===== config.mk =====
export PLATFORM = sky130hd
export DESIGN_NAME = lsu_mem_stage
export DESIGN_NICKNAME = d
export VERILOG_FILES = /design/src/rtl/lsu_pkg.sv /design/src/rtl/lsu_mem_stage_load_align.sv /design/src/rtl/lsu_mem_stage.sv
export SDC_FILE = /design/constraint.sdc
export NUM_CORES = 1
export LEC_CHECK = 0
export BUFFER_PORTS_ARGS = -buffer_cell sky130_fd_sc_hd__buf_2
export CORE_MARGIN = 1
export CORE_UTILIZATION = 49
export CTS_BUF_LIST = sky130_fd_sc_hd__clkbuf_2 sky130_fd_sc_hd__clkbuf_4 sky130_fd_sc_hd__clkbuf_8
export DETAILED_ROUTE_END_ITERATION = 16
export HOLD_SLACK_MARGIN = 0.02
export PLACE_DENSITY = 0.9
export SLEW_MARGIN = 20
export SYNTH_ARGS = -nofsm -noshare
export SYNTH_HDL_FRONTEND = slang
export SYNTH_SLANG_ARGS = --single-unit

===== constraint.sdc =====
create_clock -name clk -period 2.32 [get_ports clk]
set_clock_uncertainty 0.05 [all_clocks]
set_input_delay 0.464 -clock clk [delete_from_list [all_inputs] [get_ports clk]]
set_output_delay 0.464 -clock clk [all_outputs]
set_load 0.005 [all_outputs]

===== src/rtl/lsu_pkg.sv =====
// Shared types and helpers for the load/store memory stage: RV32I size codes,
// FSM states, exception causes and byte-lane helpers.
package lsu_pkg;

  localparam logic [2:0] F3_B  = 3'b000;
  localparam logic [2:0] F3_H  = 3'b001;
  localparam logic [2:0] F3_W  = 3'b010;
  localparam logic [2:0] F3_BU = 3'b100;
  localparam logic [2:0] F3_HU = 3'b101;

  typedef enum logic [1:0] {
    IDLE = 2'd0,
    REQ  = 2'd1,
    WAIT = 2'd2
  } lsu_state_e;

  typedef enum logic [1:0] {
    EXC_MISALIGN = 2'd0,
    EXC_ILLEGAL  = 2'd1,
    EXC_TIMEOUT  = 2'd2
  } lsu_exc_e;

  function automatic logic [3:0] be_mask(input logic [2:0] funct3, input logic [1:0] addr_lo);
    case (funct3)
      F3_B, F3_BU: be_mask = 4'b0001 << addr_lo;
      F3_H, F3_HU: be_mask = 4'b0011 << addr_lo;
      default:     be_mask = 4'b1111;
    endcase
  endfunction

  function automatic logic f3_legal(input logic is_load, input logic [2:0] funct3);
    case (funct3)
      F3_B, F3_H, F3_W: f3_legal = 1'b1;
      F3_BU, F3_HU:     f3_legal = is_load;
      default:          f3_legal = 1'b0;
    endcase
  endfunction

  function automatic logic misaligned(input logic [2:0] funct3, input logic [1:0] addr_lo);
    case (funct3)
      F3_H, F3_HU: misaligned = addr_lo[0];
      F3_W:        misaligned = (addr_lo != 2'b00);
      default:     misaligned = 1'b0;
    endcase
  endfunction

  // Store data replicated across all lanes so the bus only needs byte enables.
  function automatic logic [31:0] store_wdata(input logic [2:0] funct3, input logic [31:0] data);
    case (funct3)
      F3_B, F3_BU: store_wdata = {4{data[7:0]}};
      F3_H, F3_HU: store_wdata = {2{data[15:0]}};
      default:     store_wdata = data;
    endcase
  endfunction

endpackage


===== src/rtl/lsu_mem_stage_load_align.sv =====
// Picks the addressed byte/half out of a load data word and sign/zero extends it.
// Purely combinational.
module lsu_load_align
  import lsu_pkg::*;
(
  input  logic [31:0] rdata,
  input  logic [2:0]  funct3,
  input  logic [1:0]  addr_lo,
  output logic [31:0] data
);

  logic [7:0]  byte_v;
  logic [15:0] half_v;

  always_comb begin
    case (addr_lo)
      2'd0:    byte_v = rdata[7:0];
      2'd1:    byte_v = rdata[15:8];
      2'd2:    byte_v = rdata[23:16];
      default: byte_v = rdata[31:24];
    endcase
    half_v = addr_lo[1] ? rdata[31:16] : rdata[15:0];
    case (funct3)
      F3_B:    data = {{24{byte_v[7]}}, byte_v};
      F3_BU:   data = {24'd0, byte_v};
      F3_H:    data = {{16{half_v[15]}}, half_v};
      F3_HU:   data = {16'd0, half_v};
      default: data = rdata;
    endcase
  end

endmodule


===== src/rtl/lsu_mem_stage.sv =====
// Memory stage of the pipeline: issues loads/stores on a valid/ready bus, stalls the
// execute register while a transaction is open, and registers the writeback/exception.
module lsu_mem_stage
  import lsu_pkg::*;
#(
  parameter int unsigned TIMEOUT = 256
) (
  input  logic        clk,
  input  logic        rst,
  input  logic        ex_valid,
  input  logic        ex_load,
  input  logic        ex_store,
  input  logic [2:0]  ex_funct3,
  input  logic [31:0] ex_alu_result,
  input  logic [31:0] ex_rs2_data,
  input  logic [4:0]  ex_waddr,
  output logic        lsu_stall,
  output logic        dmem_req_valid,
  input  logic        dmem_req_ready,
  output logic        dmem_req_we,
  output logic [31:0] dmem_req_addr,
  output logic [3:0]  dmem_req_be,
  output logic [31:0] dmem_req_wdata,
  input  logic        dmem_rsp_valid,
  input  logic [31:0] dmem_rsp_rdata,
  output logic        wb_valid,
  output logic        wb_we,
  output logic [4:0]  wb_waddr,
  output logic [31:0] wb_data,
  output logic        mem_exc,
  output logic [1:0]  mem_exc_cause,
  output logic [31:0] mem_exc_addr
);

  lsu_state_e  state;
  logic [31:0] wdog;
  logic        lat_load;
  logic [2:0]  lat_f3;
  logic [31:0] lat_addr;
  logic [31:0] lat_data;
  logic [4:0]  lat_waddr;

  logic        is_mem, f3_ok, misal, issue, timeout_hit;
  logic        sel_load;
  logic [2:0]  sel_f3;
  logic [31:0] sel_addr, sel_data, load_val;

  assign is_mem      = ex_load | ex_store;
  assign f3_ok       = f3_legal(ex_load, ex_funct3);
  assign misal       = misaligned(ex_funct3, ex_alu_result[1:0]);
  assign issue       = (state == IDLE) && ex_valid && is_mem && f3_ok && !misal;
  assign timeout_hit = (TIMEOUT != 0) && (state != IDLE) && (wdog == TIMEOUT - 1);

  // In IDLE the request is driven straight from the pipeline register; afterwards
  // from the latched copy so fields stay stable while the bus holds off.
  assign sel_load = (state == IDLE) ? ex_load       : lat_load;
  assign sel_f3   = (state == IDLE) ? ex_funct3     : lat_f3;
  assign sel_addr = (state == IDLE) ? ex_alu_result : lat_addr;
  assign sel_data = (state == IDLE) ? ex_rs2_data   : lat_data;

  assign dmem_req_valid = issue | ((state == REQ) && !timeout_hit);
  assign dmem_req_we    = dmem_req_valid && !sel_load;
  assign dmem_req_addr  = {sel_addr[31:2], 2'b00};
  assign dmem_req_be    = be_mask(sel_f3, sel_addr[1:0]);
  assign dmem_req_wdata = store_wdata(sel_f3, sel_data);

  always_comb begin
    lsu_stall = 1'b0;
    case (state)
      IDLE:    lsu_stall = issue && (ex_load || !dmem_req_ready);
      REQ:     lsu_stall = !timeout_hit && (lat_load || !dmem_req_ready);
      WAIT:    lsu_stall = !timeout_hit && !dmem_rsp_valid;
      default: lsu_stall = 1'b0;
    endcase
  end

  lsu_load_align u_align (
    .rdata   (dmem_rsp_rdata),
    .funct3  (lat_f3),
    .addr_lo (lat_addr[1:0]),
    .data    (load_val)
  );

  always_ff @(posedge clk) begin
    if (rst) begin
      state         <= IDLE;
      wdog          <= 32'd0;
      lat_load      <= 1'b0;
      lat_f3        <= 3'd0;
      lat_addr      <= 32'd0;
      lat_data      <= 32'd0;
      lat_waddr     <= 5'd0;
      wb_valid      <= 1'b0;
      wb_we         <= 1'b0;
      wb_waddr      <= 5'd0;
      wb_data       <= 32'd0;
      mem_exc       <= 1'b0;
      mem_exc_cause <= 2'd0;
      mem_exc_addr  <= 32'd0;
    end else begin
      wb_valid <= 1'b0;
      wb_we    <= 1'b0;
      mem_exc  <= 1'b0;
      case (state)
        IDLE: begin
          wdog <= 32'd0;
          if (ex_valid && !is_mem) begin
            wb_valid <= 1'b1;
            wb_we    <= (ex_waddr != 5'd0);
            wb_waddr <= ex_waddr;
            wb_data  <= ex_alu_result;
          end else if (ex_valid && (!f3_ok || misal)) begin
            mem_exc       <= 1'b1;
            mem_exc_cause <= f3_ok ? EXC_MISALIGN : EXC_ILLEGAL;
            mem_exc_addr  <= ex_alu_result;
          end else if (issue) begin
            lat_load  <= ex_load;
            lat_f3    <= ex_funct3;
            lat_addr  <= ex_alu_result;
            lat_data  <= ex_rs2_data;
            lat_waddr <= ex_waddr;
            if (ex_load)
              state <= dmem_req_ready ? WAIT : REQ;
            else if (!dmem_req_ready)
              state <= REQ;
          end
        end
        REQ, WAIT: begin
          wdog <= wdog + 32'd1;
          if (timeout_hit) begin
            state         <= IDLE;
            mem_exc       <= 1'b1;
            mem_exc_cause <= EXC_TIMEOUT;
            mem_exc_addr  <= lat_addr;
          end else if (state == REQ) begin
            if (dmem_req_ready)
              state <= lat_load ? WAIT : IDLE;
          end else if (dmem_rsp_valid) begin
            state    <= IDLE;
            wb_valid <= 1'b1;
            wb_we    <= (lat_waddr != 5'd0);
            wb_waddr <= lat_waddr;
            wb_data  <= load_val;
          end
        end
        default: state <= IDLE;
      endcase
    end
  end

endmodule


==> run_results.csv <==
group,metric,value,unit
grt,grt_overflow,0,
floorplan,initial_core_util,50.7,%
timing,slew_violations,0,
synthesis,synth.top_cells.by_area,"dfxtp_1 (39%), a21oi_1 (8.3%), nand2_1 (7.8%)",
route,totalWireLength,32700,um
grt,grt_util_met1,37.8,%
layout,regArea,3630,sq um
pwr,cellLeakagePower,5.14,nW
cts,cts-htree-levels,4,
layout,layoutNonFillerInstCount,1622,
floorplan,row_count,49,
grt,antenna_found_initial,1,
setup_path,end_kind,"output port",
layout,multi_input_area,5450,sq um
synthesis,synth_top_area_share,39.1,%
grt,grt.total_usage,32.4,%
run_status,status,"complete, but fails checks",
floorplan,die_h,140,um
pwr,ir_drop,0.000594,V
setup_path,cp.required,1.81,ns
route,firstDrtPassIters,5,
setup_path,crit_path_start_kind,"flop",
floorplan,io-pin-count,256,
timing,period_needed,2.68,ns
layout,nets,1496,
floorplan,dieWidth,140,um
route,via_per_inst,6.11,
route,dr.first_iter.drc_count,856,
cts,cts.sinks,181,
grt,grt_busiest_layer,"met2",
layout,syn2layout_area_growth,28.5,%
synthesis,synthArstFlopShare,0,%
route,post_drt_wl_per_cell,20.2,um
cts,cts_inserted_buffers,17,
layout,fill_cells,1468,
route,drc,0,
timing,final_hold_viol_count,0,
grt,grtUsageMet2,54.8,%
grt,grt_max_degree,76,
synthesis,yosys_warnings,0,
setup_path,cp_max_fo,9,
grt,met3_usage,6.50,%
run,drv_cap,0,
grt,grt_pass1_vias,9303,
timing,grt_setup_unrepaired,"yes",
route,ant_nets,0,
timing,max_freq,373,MHz
cts,root_buffer,"clkbuf_8",
setup_path,arrival,2.17,ns
run_status,violations,"negative setup slack",
cts,cts.clk_slew.worst_paths,0.11,ns
timing,fin_ws,-0.364,ns
timing,worst_pin_slew,0.727,ns
synthesis,synth_flop_cell,"dfxtp_1",
synthesis,syn_inst,1128,
cts,cts_hold_buf,0,
setup_path,worst-setup-path-type,"flop to output port",
synthesis,yosys_register_bits,181,
synthesis,avgSynthCellArea,8.21,sq um
pwr,power.total,10.3,mW
synthesis,synth_edf_count,0,
cts,clock_latency,0.48,ns
placement,port_buffers,253,
timing,maxSlewHeadroom,51.6,%
floorplan,dieArea,19500,sq um
hold_path,hold_path_class,"input pin to flop",
synthesis,ys_types,62,
timing,post-route-period-util,116,%
layout,drive_gt1_share,35.3,%
cts,cts_tree,"built",
route,dr_total_vias,9916,
placement,place.gp.congestion,0.958,
placement,hpwl,22400,um
synthesis,syn-cell-area,9260,sq um
grt,grt_pass1_wl,49700,um
synthesis,yosysSeqAreaShare,39.1,%
synthesis,yosys.area.top_type,"dfxtp_1",
timing,finalSetupViolCount,62,
placement,dp_cells,1568,
floorplan,core_area,18300,sq um
cts,ctsLongestPathBuffers,2,
pwr,pwr_density_cell,866,nW/um^2
state kept, by name, summed over array words and instances (netlist names):
register and flops:
wb_we 1, state 2, mem_exc 1, mem_exc_addr 32, lat_f3 3, wb_valid 1, wdog 32, wb_waddr 5
lat_addr 32, mem_exc_cause 2, wb_data 32, lat_waddr 5, lat_data 32, lat_load 1
power breakdown:
group | internal [mW] | total, mW | switching [mW] | leakage [nW]
combinational | 2.02 | 4.30 | 2.28 | 3.45
clock | 1.11 | 2.41 | 1.30 | 0.218
sequential | 3.41 | 3.60 | 0.189 | 1.47
total | 6.55 | 10.3 | 3.77 | 5.14
Yosys cell counts, types with 7 or more instances:
| cell | instances |
|---|---|
| xor2_1 | 25 |
| nand3_1 | 17 |
| a21oi_1 | 154 |
| clkbuf_1 | 52 |
| a31oi_1 | 7 |
| o21ai_0 | 51 |
| buf_1 | 7 |
| nand2b_1 | 12 |
| mux2_2 | 52 |
| o41ai_1 | 24 |
| and4_1 | 8 |
| nor2_1 | 92 |
| nand4_1 | 11 |
| nor2b_1 | 28 |
| and3_1 | 7 |
| o22ai_1 | 16 |
| mux2i_1 | 32 |
| o211ai_1 | 9 |
| buf_2 | 27 |
| nor3_1 | 12 |
| o221a_2 | 30 |
| nand2_1 | 193 |
| dfxtp_1 | 181 |
path summary, 6_finish.rpt:
path	slack (ns)	end	start	cells past startpoint
min reg2reg	0.41	lat_data[22]$_SDFFE_PP0P_	lat_data[22]$_SDFFE_PP0P_	2
max reg2reg	0.04	wb_data[31]$_SDFFE_PP0P_	state[1]$_SDFFE_PP0P_	10
max	-0.36	dmem_req_wdata[30]	state[1]$_SDFFE_PP0P_	8
min	0.17	lat_data[21]$_SDFFE_PP0P_	ex_rs2_data[21]	3
final cells by class:
class,count,area share (%)
Multi-Input combinational cell,847,45.8
Sequential cell,181,30.5
Timing Repair Buffer,326,17.4
Tap cell,229,2.41
Clock buffer,17,1.97
Clock inverter,15,1.78
Inverter,6,0.189
Antenna cell,1,0.0210
kinds of logic after synthesis:
family	Yosys count	share of synthesized area, %
and+or+nand+nor	405	20.0
AOI/OAI and AO/OA	319	22.3
DFF	181	39.1
buffers and inverters	101	4.98
muxes	85	9.94
xor gates and xnor gates	30	2.84
adders and majority gates	6	0.810
other	1	0.0405
cell usage in the layout (no fill, tap or decap), types with 8 or more instances in the layout:
cell type  Yosys  routed
dfxtp_1      181     179
nand2_1      193     192
buf_12         0      11
nand2b_1      12      11
mux2_4         1      13
clkbuf_8       0      17
a21oi_1      154     149
o22ai_1       16      16
buf_6          4       8
mux2i_1       32      30
o41ai_2        0      13
o211ai_1       9       9
o21ai_0       51      42
o221a_2       30      30
nor3_1        12      12
buf_2         27     249
nor2_1        92      85
xor2_1        25      25
o21ai_1        0       9
nand4_1       11      11
buf_4          5      54
mux2_2        52      40
o41ai_1       24      11
nor2b_1       28      27
nand3_1       17      17
metal layers:
metal	wire length, um	share of wire, %
met4	1880	5.7
met5	0	0
met2	15700	48
met3	2950	9.0
met1	12200	37
critical path: stages, from the launching register on:
cell      delay [ns]
dfxtp_2         0.34
inv_2           0.07
ha_4            0.22
mux2_4          0.38
mux2i_2         0.21
nor2_1          0.06
a211oi_1        0.19
a21oi_1         0.09
buf_2           0.14
through the flow:
step | hold WS [ns] | setup slack, ns | instance area, sq um | util [%] | TNS [ns]
global route | 0.151 | -0.446 | 11900 | 65.2 | -16.67
global placement | 0.389 | 0.0508 | 10900 | 59.5 | 0
floorplan | 0.384 | 0.0174 | 9270 | - | 0
CTS | 0.150 | -0.345 | 11600 | 63.5 | -13.00
finish | 0.170 | -0.364 | 11900 | 65.2 | -12.72
detailed placement | 0.396 | -0.0222 | 10900 | 59.5 | -0.0222
repair_timing:
| action | in CTS | in global routing |
|---|---|---|
| buffers inserted | 11 | 5 |
| pin swaps | 9 | 3 |
| resized for setup | 46 | 39 |
| endpoints found under the setup margin | 68 | 124 |
| cloned | 3 | 2 |
Note: power is estimated with default switching activity, not from simulation.
